===== config.mk =====
export PLATFORM = sky130hd
export DESIGN_NAME = spike_counter
export DESIGN_NICKNAME = d
export VERILOG_FILES = /design/src/rtl/spike_counter_pkg.sv /design/src/rtl/spike_counter_edge_detect.sv /design/src/rtl/spike_counter.sv
export SDC_FILE = /design/constraint.sdc
export NUM_CORES = 1
export LEC_CHECK = 0
export BUFFER_PORTS_ARGS = -buffer_cell sky130_fd_sc_hd__buf_2
export CORE_MARGIN = 2
export CORE_UTILIZATION = 45
export DETAILED_ROUTE_END_ITERATION = 16
export PLACE_DENSITY = 0.65
export SYNTH_ARGS = -nofsm -noshare
export SYNTH_HDL_FRONTEND = slang
export SYNTH_SLANG_ARGS = --single-unit

===== constraint.sdc =====
create_clock -name clk -period 3.8 [get_ports clk]
set_clock_uncertainty 0.1 [all_clocks]
set_input_delay 0.19 -clock clk [delete_from_list [all_inputs] [get_ports clk]]
set_output_delay 0.19 -clock clk [all_outputs]
set_load 0.05 [all_outputs]

===== src/rtl/spike_counter_pkg.sv =====
// Shared constants, state encoding and saturating-increment helper
// for the spike counter readout block.
package spike_counter_pkg;

    localparam int CNT_W_DEF = 16;
    localparam int ISI_W_DEF = 32;

    localparam logic [0:0] ST_IDLE  = 1'b0;
    localparam logic [0:0] ST_COUNT = 1'b1;

    // Adds inc to val but never moves past max_val; callers narrow the result.
    function automatic logic [31:0] sat_inc(
        input logic [31:0] val,
        input logic [31:0] max_val,
        input logic        inc
    );
        if (inc && (val != max_val)) begin
            return val + 32'd1;
        end
        return val;
    endfunction

endpackage


===== src/rtl/spike_counter_edge_detect.sv =====
// Rising-edge detector on the synchronous spike level; a held-high
// spike produces a single edge.
module spike_edge_detect (
    input  logic clk,
    input  logic reset_sim,
    input  logic spike,
    output logic spike_edge
);

    logic spike_d_reg;

    always_ff @(posedge clk) begin
        if (reset_sim) begin
            spike_d_reg <= 1'b0;
        end else begin
            spike_d_reg <= spike;
        end
    end

    assign spike_edge = spike & ~spike_d_reg;

endmodule


===== src/rtl/spike_counter.sv =====
// Windowed spike counter with valid/ack readout, sticky overrun,
// saturating running total and last inter-spike interval.
module spike_counter
    import spike_counter_pkg::*;
#(
    parameter int CNT_W = CNT_W_DEF,
    parameter int ISI_W = ISI_W_DEF
) (
    input  logic             clk,
    input  logic             reset_sim,
    input  logic             enable,
    input  logic [31:0]      window_len,
    input  logic             spike,
    input  logic             count_ack,
    output logic [CNT_W-1:0] count_out,
    output logic             count_valid,
    output logic             overrun,
    output logic [CNT_W-1:0] total_count,
    output logic [ISI_W-1:0] last_isi,
    output logic             window_tick
);

    localparam logic [31:0] CNT_MAX = 32'((64'd1 << CNT_W) - 64'd1);
    localparam logic [31:0] ISI_MAX = 32'((64'd1 << ISI_W) - 64'd1);

    logic [0:0]       state_reg;
    logic [31:0]      cyc_reg;
    logic [CNT_W-1:0] win_cnt_reg;
    logic [CNT_W-1:0] total_reg;
    logic [ISI_W-1:0] isi_cnt_reg;
    logic             first_seen_reg;
    logic [CNT_W-1:0] count_out_reg;
    logic             count_valid_reg;
    logic             overrun_reg;
    logic [ISI_W-1:0] last_isi_reg;
    logic             tick_reg;

    logic             spike_edge;
    logic             active;
    logic             counting;
    logic             win_close;
    logic [CNT_W-1:0] win_sum;

    spike_edge_detect u_edge (
        .clk        (clk),
        .reset_sim  (reset_sim),
        .spike      (spike),
        .spike_edge (spike_edge)
    );

    assign active    = enable && (window_len != 32'd0);
    // Counting needs both the registered state and a still-valid request,
    // so dropping enable or zeroing window_len discards the window at once.
    assign counting  = (state_reg == ST_COUNT) && active;
    assign win_close = counting && (cyc_reg >= window_len - 32'd1);
    assign win_sum   = CNT_W'(sat_inc(32'(win_cnt_reg), CNT_MAX, spike_edge));

    always_ff @(posedge clk) begin
        if (reset_sim) begin
            state_reg       <= ST_IDLE;
            cyc_reg         <= '0;
            win_cnt_reg     <= '0;
            total_reg       <= '0;
            isi_cnt_reg     <= '0;
            first_seen_reg  <= 1'b0;
            count_out_reg   <= '0;
            count_valid_reg <= 1'b0;
            overrun_reg     <= 1'b0;
            last_isi_reg    <= '0;
            tick_reg        <= 1'b0;
        end else begin
            state_reg <= active ? ST_COUNT : ST_IDLE;
            tick_reg  <= win_close;

            if (!counting) begin
                cyc_reg        <= '0;
                win_cnt_reg    <= '0;
                total_reg      <= '0;
                isi_cnt_reg    <= '0;
                first_seen_reg <= 1'b0;
            end else begin
                total_reg <= CNT_W'(sat_inc(32'(total_reg), CNT_MAX, spike_edge));
                if (win_close) begin
                    cyc_reg     <= '0;
                    win_cnt_reg <= '0;
                end else begin
                    cyc_reg     <= cyc_reg + 32'd1;
                    win_cnt_reg <= win_sum;
                end
                if (spike_edge) begin
                    isi_cnt_reg    <= ISI_W'(1);
                    first_seen_reg <= 1'b1;
                    if (first_seen_reg) begin
                        last_isi_reg <= isi_cnt_reg;
                    end
                end else begin
                    isi_cnt_reg <= ISI_W'(sat_inc(32'(isi_cnt_reg), ISI_MAX, 1'b1));
                end
            end

            // A close always wins over ack; overrun only when the host missed data.
            if (win_close) begin
                count_out_reg   <= win_sum;
                count_valid_reg <= 1'b1;
                if (count_valid_reg && !count_ack) begin
                    overrun_reg <= 1'b1;
                end
            end else if (count_valid_reg && count_ack) begin
                count_valid_reg <= 1'b0;
            end
        end
    end

    assign count_out   = count_out_reg;
    assign count_valid = count_valid_reg;
    assign overrun     = overrun_reg;
    assign total_count = total_reg;
    assign last_isi    = last_isi_reg;
    assign window_tick = tick_reg;

endmodule


==> results of run 1 <==
==> kinds of logic after synthesis <==
family,synth area share
adder cells (fa/ha/maj),0.0608
AO/OA/AOI/OAI,0.0747
AND/OR/NAND/NOR,0.286
multiplexers,0.0289
buffers and inverters,0.0310
XOR/XNOR,0.124
flip-flops,0.394
==> timing repair <==
item,CTS,global route
hold buffers,2,0
buffers inserted,0,0
hold endpoints to repair,2,0
==> power by group through the flow <==
stage	Clock, W	Combinational (W)	Sequential [W]
6_report	0.00149	0.000126	0.00158
5_1_grt	0.00160	0.000141	0.00158
4_1_cts	0.00153	0.000127	0.00158
3_5_place_dp	0	0.000124	0.00161
3_3_place_gp	0	0.000123	0.00161
2_1_floorplan	0	0.0000706	0.00161
==> critical path, delay by kind of cell <==
kind / cells / cell delay, ps
and+or+nand+nor: 7 / 1860
AOI/OAI and AO/OA: 4 / 860
buffers and inverters: 2 / 370
adders and majority gates: 1 / 300
xor gates and xnor gates: 1 / 150
==> cell type report <==
class | instances | area (sq um)
multi-input combinational | 707 | 4380
timing repair buffer | 126 | 706
clock buffer | 27 | 503
inverter | 12 | 45.0
tap | 220 | 275
clock inverter | 4 | 20.0
sequential | 150 | 3000
fill | 1641 | 7650
==> routing by layer <==
metal	wire length, um	vias up
met3	505	4
met5	0	-
met4	74	0
met2	7870	72
li1	-	3315
met1	7900	2977
==> per-stage QoR <==
| stage | hold WS, ps | utilization | setup WS [ps] |
|---|---|---|---|
| after global placement | 329 | 0.506 | 44.0 |
| after floorplan | 218 | - | 210 |
| after detailed placement | 334 | 0.506 | -94.2 |
| after CTS | 11.0 | 0.539 | 341 |
| after global routing | 22.6 | 0.539 | 99.0 |
| final | 12.8 | 0.539 | 340 |
==> cells in the final DEF (no fill, tap or decap), types with 3 or more instances in the layout <==
cell / count
mux2_2: 8
nand2_1: 121
xnor2_1: 48
nor2_1: 140
clkbuf_16: 17
clkinv_2: 4
ha_1: 37
nor3_1: 20
mux2i_1: 4
dfxtp_1: 150
clkbuf_1: 6
xor2_1: 60
clkbuf_8: 4
nor2b_1: 21
o211ai_1: 5
and4_1: 17
nand3_1: 31
or4_1: 5
nand2b_1: 4
mux2_1: 8
and2_1: 8
nor4_1: 7
o21ai_0: 17
buf_4: 20
a21oi_1: 54
buf_2: 103
a31oi_1: 3
and3_1: 21
inv_1: 12
nand4_1: 29
or3_1: 12
==> path summary, 6_finish.rpt <==
check,cells after the start,slack (ps),endpoint
worst max register to register,10,1170,win_cnt_reg[11]$_SDFF_PP0_
worst min register to register,2,350,last_isi[19]$_SDFFE_PP0P_
worst min-delay path,3,10,overrun$_SDFFE_PP0P_
worst max-delay path,15,340,win_cnt_reg[11]$_SDFF_PP0_
==> insert_results.sql, run 1 <==
INSERT INTO impl_metrics (metric_group, metric, value, unit) VALUES
('hold_path', 'hold_class', 'input pin to flop', ''),
('grt', 'globalRouteTotalUtil', '0.186', ''),
('grt', 'wire_length_of_the_first_global_routing_pass', '27.4', 'mm'),
('routing', 'drt.antenna.violating_nets', '0', ''),
('sta', 'maxClockFrequency', '289', 'MHz'),
('clock_tree', 'tritoncts_clock_tree', 'done', ''),
('hold_path', 'min_from', 'count_ack', ''),
('setup_path', 'criticalPathCategory', 'input pin to flop', ''),
('grt', 'grtUsageMet1', '0.241', ''),
('clock_tree', 'clkLatencyLatePin', '420', 'ps'),
('setup_path', 'slowest_cell_on_the_critical_path', 'or4_1', ''),
('synthesis', 'post-synth-top-area-cell', 'dfxtp_1', ''),
('clock_tree', 'tritoncts_num_sinks', '150', ''),
('power_and_ir_drop', 'seqPwrFrac', '0.493', ''),
('power_and_ir_drop', 'power_frac_comb', '0.039', ''),
('synthesis', 'mappedNetlistArea', '7620', 'sq um'),
('synthesis', 'synthTopCellsByArea', 'dfxtp_1, nor2_1, xor2_1', ''),
('power_and_ir_drop', 'irDropWorstVdd', '0.425', 'mV'),
('sta', 'finalCritPeriodShare', '0.910', ''),
('setup_path', 'crit_start', 'window_len[3]', ''),
('synthesis', 'synth.net_count', '973', ''),
('synthesis', 'synth.lib_cells_used.distinct', '51', ''),
('setup_path', 'critical_path.cell_chain', 'buf_2 -> or4_1 -> nor2_1 -> nand2_1 -> nor3_1 -> nand2_1 -> xor2_1 -> ha_1 -> a41oi_1 -> o21ai_0 -> a221oi_1 -> o211ai_1 -> or3_1 -> buf_4 -> nor2_1', ''),
('synthesis', 'synthTopCellsByCount', 'dfxtp_1, nor2_1, nand2_1', ''),
('routing', 'routed_wire_length_per_instance', '13.1', 'um'),
('setup_path', 'setup.worst_path.start_class', 'input pin', ''),
('placed_design', 'place_area', '8390', 'sq um'),
('sta', 'report.final.slew_viol_count', '0', ''),
('synthesis', 'synth_sequential_area_ratio', '0.394', ''),
('synthesis', 'yosys.area.top_type_share', '0.394', ''),
('run_status', 'run_status', 'finished, final reports clean', ''),
('power_and_ir_drop', 'power_frac_clock', '0.467', ''),
('floorplan', 'die_width', '134', 'um'),
('synthesis', 'synth_top_flop_cell', 'dfxtp_1', ''),
('sta', 'max-slew-margin-rel', '0.208', ''),
('routing', 'post-route-drc-count', '0', ''),
('finish', 'synthToLayoutAreaGrowth', '17.2', '%'),
('sta', 'unrepaired_setup_endpoints_after_global_routing', 'false', ''),
('routing', 'detail_route.first_pass.iterations', '5', ''),
('synthesis', 'yosys_warnings', '0', ''),
('clock_tree', 'tritoncts_buffers', '17', ''),
('grt', 'met2_usage', '0.313', ''),
('finish', 'layout.cells.non_filler', '1246', ''),
('routing', 'routed_via_density', '5.11', ''),
('placed_design', 'gpl.final_weighted_congestion', '0.804', ''),
('grt', 'grt_most_used_layer', 'met2', ''),
('setup_path', 'cp-end-kind', 'flop', ''),
('sta', 'layout_min_cycle_time', '3460', 'ps'),
('finish', 'drive_above_1_share', '0.166', ''),
('sta', 'final_hold_violation_count', '0', ''),
('synthesis', 'synth-edff-count', '0', ''),
('setup_path', 'reg2reg_from', 'cyc_reg[0]$_SDFF_PP0_', ''),
('finish', 'antenna_cells', '0', ''),
('finish', 'final_nets', '1088', ''),
('power_and_ir_drop', 'power_per_cell_area', '358', 'nW/um^2'),
('power_and_ir_drop', 'switch_pwr', '0.000676', 'W'),
('setup_path', 'arrival', '3710', 'ps'),
('power_and_ir_drop', 'total_power', '0.00320', 'W'),
('power_and_ir_drop', 'p_int', '0.00252', 'W'),
('sta', 'fin_tns_setup', '0', 'ps'),
('grt', 'largest_net_degree_at_the_start_of_global_routing', '41', ''),
('setup_path', 'worst_path_largest_cell_delay', '580', 'ps'),
('finish', 'stdcell_area', '8930', 'sq um'),
('sta', 'tightestPinTransition', '1190', 'ps'),
('synthesis', 'synth_async_sr_flop_share', '0', ''),
('sta', 'finalSetupViolations', '0', ''),
('grt', 'antenna_violations_before_repair', '0', ''),
('clock_tree', 'cts.path.max_buffers', '2', ''),
('floorplan', 'number_of_placement_rows', '47', ''),
('clock_tree', 'clockRootBuffer', 'clkbuf_16', ''),
('setup_path', 'cp_data_required_time', '4050', 'ps');
No activity file was read; power rests on OpenSTA's default activity.
==> run 2, diff against run 1 <==
--- a/config.mk
+++ b/config.mk
@@ -10,6 +10,8 @@
 export CORE_UTILIZATION = 45
 export DETAILED_ROUTE_END_ITERATION = 16
 export PLACE_DENSITY = 0.65
+export REMOVE_ABC_BUFFERS = 1
 export SYNTH_ARGS = -nofsm -noshare
 export SYNTH_HDL_FRONTEND = slang
+export SYNTH_HIERARCHICAL = 1
 export SYNTH_SLANG_ARGS = --single-unit
==> insert_results.sql, run 2 <==
INSERT INTO impl_metrics (metric_group, metric, value, unit) VALUES
('synthesis', 'synth_top_flop_cell', 'dfxtp_1', ''),
('floorplan', 'number_of_placement_rows', '47', ''),
('synthesis', 'synth_async_sr_flop_share', '0', ''),
('setup_path', 'cp-end-kind', 'flop', ''),
('finish', 'antenna_cells', '0', ''),
('setup_path', 'setup.worst_path.start_class', 'input pin', ''),
('synthesis', 'synthTopCellsByArea', 'dfxtp_1, nor2_1, xor2_1', ''),
('sta', 'tightestPinTransition', '766', 'ps'),
('setup_path', 'slowest_cell_on_the_critical_path', 'or4b_4', ''),
('synthesis', 'mappedNetlistArea', '7630', 'sq um'),
('synthesis', 'synth_sequential_area_ratio', '0.394', ''),
('grt', 'wire_length_of_the_first_global_routing_pass', '27.0', 'mm'),
('setup_path', 'max_fanout_on_critical_path', '8', ''),
('routing', 'drt.antenna.violating_nets', '0', ''),
('synthesis', 'synthSimpleGateAreaFrac', '0.274', ''),
('synthesis', 'synth-edff-count', '0', ''),
('synthesis', 'largest_family_of_logic_cells_by_synthesized_area', 'simple AND/OR/NAND/NOR gates', ''),
('placed_design', 'port_buffers', '103', ''),
('placed_design', 'gpl.final_weighted_congestion', '0.813', ''),
('grt', 'largest_net_degree_at_the_start_of_global_routing', '59', ''),
('floorplan', 'die_width', '134', 'um'),
('clock_tree', 'cts.clk_slew.worst_paths', '60', 'ps'),
('hold_path', 'hold_class', 'input pin to flop', ''),
('setup_path', 'arrival', '3860', 'ps'),
('floorplan', 'pin_count', '104', ''),
('clock_tree', 'clkLatencyLatePin', '420', 'ps'),
('synthesis', 'synth.lib_cells_used.distinct', '53', ''),
('floorplan', 'fp.coreArea', '16600', 'sq um'),
('routing', 'routed_wire_length_per_instance', '13.2', 'um'),
('setup_path', 'critical_path.cell_chain', 'buf_6 -> or4_4 -> or4b_4 -> or3_4 -> nor3_4 -> xnor2_1 -> ha_1 -> nand4_1 -> nor2_2 -> a221oi_2 -> o211ai_1 -> buf_4 -> o21ai_4 -> clkbuf_16 -> mux2_2', ''),
('clock_tree', 'tritoncts_num_sinks', '150', ''),
('floorplan', 'die_area', '18000', 'sq um'),
('sta', 'finalSetupViolations', '0', ''),
('run_status', 'run_status', 'finished, final reports clean', ''),
('routing', 'routed_via_density', '5.03', ''),
('routing', 'wirelength', '16.2', 'mm'),
('routing', 'post-route-drc-count', '0', ''),
('job', 'timing.max_cap.violations', '0', ''),
('synthesis', 'yosys_warnings', '6', ''),
('synthesis', 'synth.ff_latch_count', '150', ''),
('sta', 'max-slew-margin-rel', '0.486', ''),
('setup_path', 'cp_top_family', 'simple AND/OR/NAND/NOR gates', ''),
('sta', 'layout_min_cycle_time', '3660', 'ps'),
('finish', 'layout.core_utilization', '0.566', ''),
('clock_tree', 'tritoncts_clock_tree', 'done', ''),
('clock_tree', 'clockRootBuffer', 'clkbuf_16', ''),
('routing', 'detail_route.first_pass.iterations', '4', ''),
('grt', 'globalRouteOverflowTotal', '0', ''),
('clock_tree', 'tritoncts_buffers', '17', ''),
('routing', 'drt-initial-drc-count', '226', ''),
('finish', 'final_nets', '1074', ''),
('finish', 'layout.cells.most_common', 'nor2_1', ''),
('sta', 'fin_tns_setup', '0', 'ps'),
('power_and_ir_drop', 'irDropWorstVdd', '0.305', 'mV'),
('synthesis', 'post_synth_fa_ha_maj_area_fraction', '0.0607', ''),
('finish', 'layout.cells.most_common_list', 'nor2_1, dfxtp_1, buf_2, xor2_1, xnor2_1', ''),
('synthesis', 'post-synth-top-area-cell', 'dfxtp_1', ''),
('floorplan', 'start_util', '0.460', ''),
('finish', 'synthToLayoutAreaGrowth', '23.1', '%'),
('sta', 'timing.hold.ws', '50.8', 'ps'),
('setup_path', 'worst_path_largest_cell_delay', '550', 'ps'),
('clock_tree', 'postCtsSetupBuffers', '0', ''),
('synthesis', 'post_synthesis_xor_xnor_area_fraction', '0.132', ''),
('grt', 'first_global_vias', '5892', ''),
('synthesis', 'cell_with_the_most_instances_after_synthesis', 'nor2_1', ''),
('synthesis', 'synthMuxAreaShare', '0.0709', ''),
('setup_path', 'criticalPathCategory', 'input pin to flop', ''),
('finish', 'num-fill-cells', '1570', ''),
('grt', 'antenna_violations_before_repair', '0', ''),
('clock_tree', 'cts.path.max_buffers', '2', ''),
('finish', 'drive_above_1_share', '0.218', ''),
('floorplan', 'die_height', '134', 'um'),
('grt', 'globalRouteTotalUtil', '0.182', ''),
('sta', 'unrepaired_setup_endpoints_after_global_routing', 'true', ''),
('routing', 'route.vias.total', '6203', ''),
('power_and_ir_drop', 'leakage', '3.68', 'nW'),
('setup_path', 'buf_inv_stages_crit_path', '3', ''),
('synthesis', 'synth_cells', '859', ''),
('sta', 'finalCritPeriodShare', '0.964', ''),
('sta', 'final_hold_violation_count', '0', ''),
('sta', 'maxClockFrequency', '273', 'MHz'),
('sta', 'report.final.slew_viol_count', '0', ''),
('placed_design', 'place_hpwl', '11.8', 'mm'),
('synthesis', 'synthTopCellsByCount', 'nor2_1, dfxtp_1, xor2_1', ''),
('synthesis', 'yosys.area.top_type_share', '0.394', ''),
('power_and_ir_drop', 'power_per_cell_area', '374', 'nW/um^2'),
('setup_path', 'cp_data_required_time', '4000', 'ps'),
('synthesis', 'synth_area_per_cell', '8.88', 'sq um'),
('synthesis', 'fraction_of_the_mapped_netlist_area_in_compound_gates', '0.0397', ''),
('clock_tree', 'ctsHtreeMaxLevel', '4', '');
-- run 2: path summary, 6_finish.rpt --
kind / from / end / slack, ps / cells past startpoint
hold reg to reg: overrun$_SDFFE_PP0P_ / overrun$_SDFFE_PP0P_ / 370 / 2
setup / recovery: window_len[16] / count_out[5]$_SDFFE_PP0P_ / 140 / 15
setup reg to reg: cyc_reg[0]$_SDFF_PP0_ / cyc_reg[10]$_SDFF_PP0_ / 990 / 10
hold / removal: reset_sim / last_isi[16]$_SDFFE_PP0P_ / 50 / 2
-- run 2: area by class of cell --
type,count,area [sq um],area share
multi-input cells,666,4480,0.478
flip-flops and latches,150,3000,0.320
repair buffers,151,938,0.100
well taps,220,275,0.0293
clock buffers,18,439,0.0468
inverters,14,52.6,0.00560
clock inverters,13,195,0.0208
-- run 2: timing repair --
item,4_1_cts,5_1_grt
resized for setup,0,17
hold endpoints to repair,4,0
endpoints found under the setup margin,0,66
hold buffers,3,0
-- run 2: metal layers --
layer | track usage | vias to the layer above | share of wire
met5 | 0 | - | 0
met4 | 0.0673 | 0 | 0.014
met3 | 0.0367 | 16 | 0.037
met2 | 0.305 | 120 | 0.47
met1 | 0.232 | 2811 | 0.48
li1 | - | 3256 | -
-- run 2: logic make-up (layout without fill, tap and decap cells) --
group,after synthesis,after routing
buf+inv,43,196
mux,52,52
simple gates,417,417
flops,150,150
xor+xnor,115,115
compound gates,45,45
fa+ha+maj,37,37
-- run 2: metrics by stage --
| step | area, sq um | std cells | worst slack, ps | total power [W] |
|---|---|---|---|---|
| floorplan | 7460 | 830 | -319 | 0.00167 |
| global placement | 8610 | 1197 | -341 | 0.00174 |
| detailed placement | 8610 | 1197 | -373 | 0.00175 |
| CTS | 9280 | 1231 | 67.1 | 0.00356 |
| global route | 9390 | 1232 | -65.7 | 0.00365 |
| finish | 9390 | 1232 | 137 | 0.00352 |
-- run 2: where the power goes --
part / total, W / switching [W] / internal (W)
combinational: 0.000140 / 0.0000756 / 0.0000643
sequential: 0.00158 / 0.00000206 / 0.00157
clock: 0.00180 / 0.000674 / 0.00112
